<file path="src/rtl/timer_pkg.sv">
// Shared types for the oven timer entry path: BCD digit, key sentinel,
// debouncer state encoding and the packed MM:SS entry register.
package timer_pkg;

   typedef logic [3:0] bcd_t;

   localparam bcd_t KEY_NONE      = 4'hF;
   localparam bcd_t KEY_MAX_DIGIT = 4'd9;

   typedef enum logic [1:0] {
      ST_IDLE         = 2'd0,
      ST_DEBOUNCE     = 2'd1,
      ST_ACCEPT       = 2'd2,
      ST_WAIT_RELEASE = 2'd3
   } db_state_t;

   typedef struct packed {
      bcd_t min_tens;
      bcd_t min_ones;
      bcd_t sec_tens;
      bcd_t sec_ones;
   } entry_t;

   // Codes A..E leak out of the encoder on multi-key presses; only 0..9 count.
   function automatic logic key_is_digit(input logic no_key, input bcd_t code);
      return !no_key && (code <= KEY_MAX_DIGIT);
   endfunction

   // New digit enters at seconds units; the oldest (minutes tens) falls off.
   function automatic entry_t shift_in(input entry_t cur, input bcd_t d);
      entry_t nxt;
      nxt.min_tens = cur.min_ones;
      nxt.min_ones = cur.sec_tens;
      nxt.sec_tens = cur.sec_ones;
      nxt.sec_ones = d;
      return nxt;
   endfunction

endpackage

</file>
<file path="src/rtl/key_debouncer.sv">
// Keypad debouncer: a digit must hold for DEBOUNCE_CYCLES clocks before it is
// accepted once; it then must be released before another key can count.
module key_debouncer
   import timer_pkg::*;
#(
   parameter int DEBOUNCE_CYCLES = 4,
   parameter int CNT_W           = 8
) (
   input  logic       clk,
   input  logic       rst_n,
   input  logic       entry_en,
   input  logic       clear_entry,
   input  logic [3:0] key_code,
   input  logic       no_key,
   output logic       accept_pulse,
   output logic [3:0] accepted_code
);

   localparam logic [CNT_W-1:0] DB_LIMIT = CNT_W'(DEBOUNCE_CYCLES);

   db_state_t        state;
   bcd_t             cand;
   logic [CNT_W-1:0] cnt;
   logic             key_present;
   logic             cnt_done;

   assign key_present = key_is_digit(no_key, key_code);
   assign cnt_done    = (cnt == DB_LIMIT);

   // Fires on the edge that moves DEBOUNCE -> ACCEPT so the shifted digits and
   // the strobe are both visible during the ACCEPT cycle. A disable or clear in
   // that same cycle suppresses it.
   assign accept_pulse  = entry_en && !clear_entry && (state == ST_DEBOUNCE) &&
                          key_present && (key_code == cand) && cnt_done;
   assign accepted_code = cand;

   // NOTE: sequential state uses non-blocking assignments only, so every
   // branch below reads the pre-edge values of state, cand and cnt.
   always_ff @(posedge clk or negedge rst_n) begin
      if (!rst_n) begin
         state <= ST_IDLE;
         cand  <= KEY_NONE;
         cnt   <= '0;
      end else if (!entry_en) begin
         state <= ST_IDLE;
         cnt   <= '0;
      end else if (clear_entry) begin
         state <= ST_WAIT_RELEASE;
         cnt   <= '0;
      end else begin
         case (state)
            ST_IDLE: begin
               if (key_present) begin
                  cand  <= key_code;
                  cnt   <= CNT_W'(1);
                  state <= ST_DEBOUNCE;
               end
            end
            ST_DEBOUNCE: begin
               if (!key_present) begin
                  state <= ST_IDLE;
                  cnt   <= '0;
               end else if (key_code != cand) begin
                  cand <= key_code;
                  cnt  <= CNT_W'(1);
               end else if (cnt_done) begin
                  state <= ST_ACCEPT;
               end else begin
                  cnt <= cnt + CNT_W'(1);
               end
            end
            ST_ACCEPT: begin
               state <= ST_WAIT_RELEASE;
               cnt   <= '0;
            end
            ST_WAIT_RELEASE: begin
               if (!key_present) state <= ST_IDLE;
            end
            default: state <= ST_IDLE;
         endcase
      end
   end

endmodule

</file>
<file path="src/rtl/timer_digit_register.sv">
// MM:SS keypad entry register: debounced digits shift in from the right, one per
// stable key press, and feed the countdown stage downstream.
module timer_digit_register
   import timer_pkg::*;
#(
   parameter int DEBOUNCE_CYCLES = 4,
   parameter int CNT_W           = 8
) (
   input  logic       clk,
   input  logic       rst_n,
   input  logic       entry_en,
   input  logic       clear_entry,
   input  logic [3:0] key_code,
   input  logic       no_key,
   output logic       encoder_enablen,
   output logic [3:0] sec_ones,
   output logic [3:0] sec_tens,
   output logic [3:0] min_ones,
   output logic [3:0] min_tens,
   output logic       digit_strobe,
   output logic       entry_nonzero
);

   logic   accept_pulse;
   bcd_t   accepted_code;
   entry_t digits;

   key_debouncer #(
      .DEBOUNCE_CYCLES(DEBOUNCE_CYCLES),
      .CNT_W          (CNT_W)
   ) u_debouncer (
      .clk          (clk),
      .rst_n        (rst_n),
      .entry_en     (entry_en),
      .clear_entry  (clear_entry),
      .key_code     (key_code),
      .no_key       (no_key),
      .accept_pulse (accept_pulse),
      .accepted_code(accepted_code)
   );

   // Digits are not range-checked; seconds-tens above 5 is normalised downstream.
   always_ff @(posedge clk or negedge rst_n) begin
      if (!rst_n) begin
         digits          <= '0;
         digit_strobe    <= 1'b0;
         encoder_enablen <= 1'b1;
      end else begin
         encoder_enablen <= ~entry_en;
         digit_strobe    <= accept_pulse;
         if (clear_entry) begin
            digits <= '0;
         end else if (accept_pulse) begin
            digits <= shift_in(digits, accepted_code);
         end
      end
   end

   assign sec_ones      = digits.sec_ones;
   assign sec_tens      = digits.sec_tens;
   assign min_ones      = digits.min_ones;
   assign min_tens      = digits.min_tens;
   assign entry_nonzero = |digits;

endmodule
</file>
<file path="config.mk">
export PLATFORM = sky130hd
export DESIGN_NAME = timer_digit_register
export DESIGN_NICKNAME = d
export VERILOG_FILES = /design/src/rtl/timer_pkg.sv /design/src/rtl/key_debouncer.sv /design/src/rtl/timer_digit_register.sv
export SDC_FILE = /design/constraint.sdc
export NUM_CORES = 1
export LEC_CHECK = 0
export CAP_MARGIN = 10
export CORE_MARGIN = 3
export CORE_UTILIZATION = 42
export CTS_CLUSTER_DIAMETER = 60
export CTS_CLUSTER_SIZE = 10
export DETAILED_ROUTE_END_ITERATION = 10
export PLACE_DENSITY = 0.65
export SLEW_MARGIN = 10
export SYNTH_ARGS = -nofsm -noshare
export SYNTH_HDL_FRONTEND = slang
export SYNTH_SLANG_ARGS = --single-unit
</file>
<file path="constraint.sdc">
create_clock -name clk -period 2.3 [get_ports clk]
set_input_delay 0.46 -clock clk [delete_from_list [all_inputs] [get_ports clk]]
set_output_delay 0.46 -clock clk [all_outputs]
set_load 0.02 [all_outputs]
</file>
Word level (Yosys, flattened, before mapping)
Index checks and enable logic that the tools add are counted.
- register bits: 32
- input port bits: 9
- output and inout port bits: 19
- word-level logic and storage cells: 64
- $add $sub $neg: 1
- order comparisons: 1
- equality and inequality tests: 15
- muxes and demuxes: 21
- bitwise operators: 2
- reductions and logical operators: 15
- operator list (operator ; count):
    8-bit 2-to-1 mux ; 6
    16-bit 2-to-1 mux ; 2
    8-bit case mux with 3 select lines ; 1
    16-bit OR reduction ; 1
    2-bit 2-to-1 mux ; 7
    4-bit 2-to-1 mux ; 3
    5-bit != test (second input constant) ; 2
    8-bit by 1-bit adder with 8-bit output (second input constant) ; 1
    8-bit by 3-bit equality test with 1-bit output (second input constant) ; 1
    2-bit case mux with 4 select lines ; 1
    4-bit case mux with 2 select lines ; 1
    1-bit logical AND ; 6
    6-bit != test (second input constant) ; 1
    6-bit AND reduction ; 1
    5-bit by 1-bit != test with 1-bit output (second input constant) ; 1
    2-bit equality test (second input constant) ; 2
    4-bit equality test ; 1
    4-bit less-or-equal comparator (second input constant) ; 1
    2-bit by 1-bit != test with 1-bit output (second input constant) ; 2
    4-bit by 3-bit != test with 1-bit output (second input constant) ; 1
    4-bit != test ; 1
    4-bit != test (second input constant) ; 1
    4-bit AND reduction ; 1
    2-bit nonzero test ; 2
    6 further kinds ; 8

Depth between registers and ports, before layout
- word-level depth: 8
- gate-level depth with buffers: 9
- mapped depth without buffers: 7

Hierarchy
Synthesis repeated with hierarchy kept, for this count alone.
- cell total of the unflattened synthesis: 163
- area total of the unflattened synthesis: 1746.7 µm²
- modules (own cells, without submodules) (module ; times used ; cells each ; area an instance (µm²) ; sequential area each (µm²)):
    key_debouncer ; 1 ; 103 ; 999.7 ; 355.3
    timer_digit_register ; 1 ; 60 ; 747.0 ; 451.7

Worst setup path after synthesis
Ideal clock, no wire load.
- kind: reg2reg
- from: register u_debouncer.state[1]
- to: register digits, in the netlist min_ones[3]
- setup time: 0.128 ns
- arrival time: 1.978 ns
- required time: 2.172 ns
- path slack: 0.194 ns
- cell stages (with the launch flop): 10
- buffers on the path: 2
- period minus slack after synthesis: 2.106 ns
- cells stage by stage: dfrtp_1 -> inv_1 -> ha_1 -> inv_1 -> or4_1 -> buf_2 -> nor3_4 -> buf_6 -> mux2i_1 -> nor2_1
- cells in the longest elaborated chain, start to end: 6
- ends and longest elaborated chain (element ; line ; text):
    start: declaration ; key_debouncer.sv:21 ; db_state_t state;
    start signal: assignment ; key_debouncer.sv:41 ; state <= ST_IDLE;
    start signal: assignment ; key_debouncer.sv:45 ; state <= ST_IDLE;
    start signal: assignment ; key_debouncer.sv:48 ; state <= ST_WAIT_RELEASE;
    2-bit by 1-bit equality test with 1-bit output ; key_debouncer.sv:33 ; assign accept_pulse = entry_en && !clear_entry && (state == ST_DEBOUNCE) &&
    1-bit logical AND (2 in series) ; key_debouncer.sv:33 ;
    1-bit logical AND (2 in series) ; key_debouncer.sv:34 ; key_present && (key_code == cand) && cnt_done;
    2-bit nonzero test (no source line) ; -- ;
    end signal: assignment ; timer_digit_register.sv:54 ; digits <= shift_in(digits, accepted_code);
    end: declaration ; timer_digit_register.sv:26 ; entry_t digits;
Every way passes these cells.
A chain may end at the register's enable or synchronous reset.

Worst setup path in the final report
- from: register digits, in the netlist sec_tens[3]
- to: output entry_nonzero
- cells in the longest elaborated chain, start to end: 1
- ends and longest elaborated chain (element ; line ; text):
    16-bit OR reduction ; timer_digit_register.sv:63 ; assign entry_nonzero = |digits;
    end: declaration ; timer_digit_register.sv:21 ; output logic entry_nonzero
Every way passes these cells.

==> results.cfg <==
[grt]
groute.usage.overall = 0.171
first_pass_grt_wire_length_um = 6740
grt_overflow = 0
number_of_global_route_vias_before_repair = 1453
grt_max_degree = 33
number_of_antenna_violations_at_the_first_check_in_global_routing = 0

[synth]
syn_area_sq_um = 1710
syn_nets = 185
post_synth_edffs = 0
synthCells = 170
post_synth_num_cell_types = 41
synth_compound_gate_area_share = 0.136
synthSimpleGateAreaFrac = 0.239
synthArstFlopShare = 1.00
synthDominantCellAreaShare = 0.395
synth_area_per_inst_sq_um = 10.1
synth_adder_area_share = 0.0439
ys_dominant_reg_cell = sky130_fd_sc_hd__dfrtp_1
synth-warning-count = 0
synthXorXnorAreaFrac = 0.0205
synth_sequential_area_ratio = 0.472
postSynthRegisterBits = 32
synth_top_family_by_area = simple AND/OR/NAND/NOR gates
synthMuxAreaShare = 0.0527
synth_top_area_cell = sky130_fd_sc_hd__dfrtp_1
synthTopCellsByArea = sky130_fd_sc_hd__dfrtp_1, sky130_fd_sc_hd__dfstp_2, sky130_fd_sc_hd__nand2b_1

[layout]
layout.cells.most_common = sky130_fd_sc_hd__dfrtp_1
most-common-layout-cells = sky130_fd_sc_hd__dfrtp_1, sky130_fd_sc_hd__clkdlybuf4s50_1, sky130_fd_sc_hd__nand2_1, sky130_fd_sc_hd__o21ai_0, sky130_fd_sc_hd__buf_4
final_layout_size_suffix_gt1_frac = 0.218
fin_cells = 268
syn2layout_area_growth_pct = 34.6
n_antenna_cell = 0
num-nets-final = 234

[die]
placeableCoreArea_sq_um = 3800
die-area_sq_um = 4870
start_util = 0.450
dieWidth_um = 69.8
die_h_um = 69.8
row_count = 22
io-pin-count = 28

[setup_path]
worst_setup_path_start_kind = flip-flop
end_kind = primary output
timing.critical_path.required_ns = 1.84
library_cell_contributing_the_largest_single_delay_on_the_critical_path = sky130_fd_sc_hd__clkdlybuf4s50_1
critical_path_peak_fanout = 4
worst-setup-path-type = reg2out
worstPathArrival_ns = 1.76
timing.critical_path.cells = nor4_1 -> nand4_1 -> clkdlybuf4s50_1
critPathMaxStageDelay_ns = 0.56

[sta]
slew_headroom = 0.735
setup_viol = 0
final_hold_viol_count = 0
maxClockFrequency_mhz = 451
final_critical_path_setup_slack_ns = 0.0822
number_of_pins_with_negative_max_slew_slack_in_the_final_report = 0
worst_clk_skew_ns = 0.00516
fin_crit_ns = 2.22
layout_worst_path_cycle_share = 0.964
worst_pin_slew_ns = 0.388
grt_setup_unrepaired = no

[route]
drt-vias-per-instance = 5.43
final_wirelength_um = 3760
dr.pass1.iters = 4
wire_per_inst_um = 14.0
vias = 1455
post-route-drc-count = 0
postRouteAntennaNets = 0
first_iter_violations = 82

[clocking]
cts.sinks = 32
clk_root_buffer_cell = sky130_fd_sc_hd__clkbuf_8
tritoncts = built
clkTransAtPathRegs_ns = 0.07
worst_skew_pair.late_latency_ns = 0.28
cts_max_path_buffers = 2
tritoncts.num_buffers = 5
ctsHtreeMaxLevel = 2
postCtsHoldBufs = 0

[placed_design]
placed_cells = 259
weighted_congestion_at_the_end_of_routability_driven_global_placement = 0.876
hpwl_um = 2810
post-place-ws_ns = -0.309
numPortBuffers = 27

[min_path]
hold_path.class = reg2reg

[status]
outcome = complete, no violations

[pwr]
cell_pwr_density_nw_per_um2 = 545
p_int_uw = 927
power_frac_clock = 0.329
switching_power_uw = 326
worst_ir_drop_vdd_mv = 0.387
swShare = 0.260
seq_power_share = 0.513
power.combinational.fraction = 0.159
power.leakage_uw = 0.000997

[flow_run]
drv.max_cap_violation_count = 0
-- per-layer routing --
layer	wire [um]	vias up	global-route usage
met2	1850	25	0.290
li1	-	705	-
met4	46	0	0.0532
met1	1710	718	0.212
met5	0	-	0
met3	152	7	0.0464
-- logic make-up (layout without fill, tap and decap cells) --
group,Yosys count,in the layout
AOI/OAI and AO/OA,38,38
xor gates and xnor gates,4,4
adders and majority gates,6,6
buffers and inverters,13,63
DFF,32,32
muxes,8,8
and+or+nand+nor,69,69
-- sequential cells by signal, indices dropped and copies added (netlist names) --
name                       count
min_tens                       4
encoder_enablen                1
digit_strobe                   1
u_debouncer.cnt                8
sec_ones                       4
sec_tens                       4
min_ones                       4
u_debouncer.state              2
u_debouncer.accepted_code      4
-- synth_stat cells (4+ instances only) --
cell type	count
sky130_fd_sc_hd__o21ai_0	19
sky130_fd_sc_hd__nor2_1	8
sky130_fd_sc_hd__nand2b_1	17
sky130_fd_sc_hd__a31oi_1	4
sky130_fd_sc_hd__ha_1	6
sky130_fd_sc_hd__nand2_1	19
sky130_fd_sc_hd__nor4_1	4
sky130_fd_sc_hd__inv_1	7
sky130_fd_sc_hd__dfstp_2	5
sky130_fd_sc_hd__dfrtp_1	27
sky130_fd_sc_hd__mux2_2	4
sky130_fd_sc_hd__xnor2_1	4
-- stage by stage --
step	TNS (ns)	power (uW)	instance area, sq um	hold slack, ns	utilization
after floorplan	0	766	1710	0.164	-
after global placement	-3.67	842	2190	0.482	0.577
after detailed placement	-4.52	849	2190	0.495	0.577
after CTS	0	1260	2280	0.500	0.600
after global routing	0	1310	2300	0.522	0.605
final	0	1250	2300	0.501	0.605
-- final timing paths --
path	slack (ns)	depth (start not counted)	end	from
worst max-delay path	0.08	3	entry_nonzero	sec_tens[3]
worst min-delay path	0.50	1	u_debouncer.cnt[7]	u_debouncer.cnt[7]
worst max register to register	0.19	8	u_debouncer.cnt[0]	u_debouncer.state[1]
worst min register to register	0.50	1	u_debouncer.cnt[7]	u_debouncer.cnt[7]
max in group asynchronous	1.38	2	u_debouncer.accepted_code[2]	rst_n
min in group asynchronous	0.59	2	digit_strobe	rst_n
-- power by group through the flow --
stage          Sequential, uW  Clock, uW  Combinational (uW)
3_5_place_dp              652          0                 198
5_1_grt                   647        443                 220
2_1_floorplan             645          0                 121
3_3_place_gp              649          0                 193
6_report                  642        412                 199
4_1_cts                   642        422                 199
-- timing repair --
item / CTS / global route
pin swaps: 0 / 1
hold endpoints to repair: 0 / 0
buffers inserted: 0 / 1
setup endpoints to repair: 5 / 7
resized for setup: 1 / 3
-- cell type report --
class                           count  area, sq um
Tap cell                           48         60.1
Clock buffer                        7         76.3
Sequential cell                    32          807
Clock inverter                      1         5.00
Inverter                            7         26.3
Multi-Input combinational cell    125          857
Timing Repair Buffer               48          468
Fill cell                         324         1500
-- critical path: cells and delay by family, from the launching register on --
kind          cells  cell delay (ns)
buf+inv           1             0.56
simple gates      2             0.49
flops             1             0.42
No activity file was read; power rests on OpenSTA's default activity.
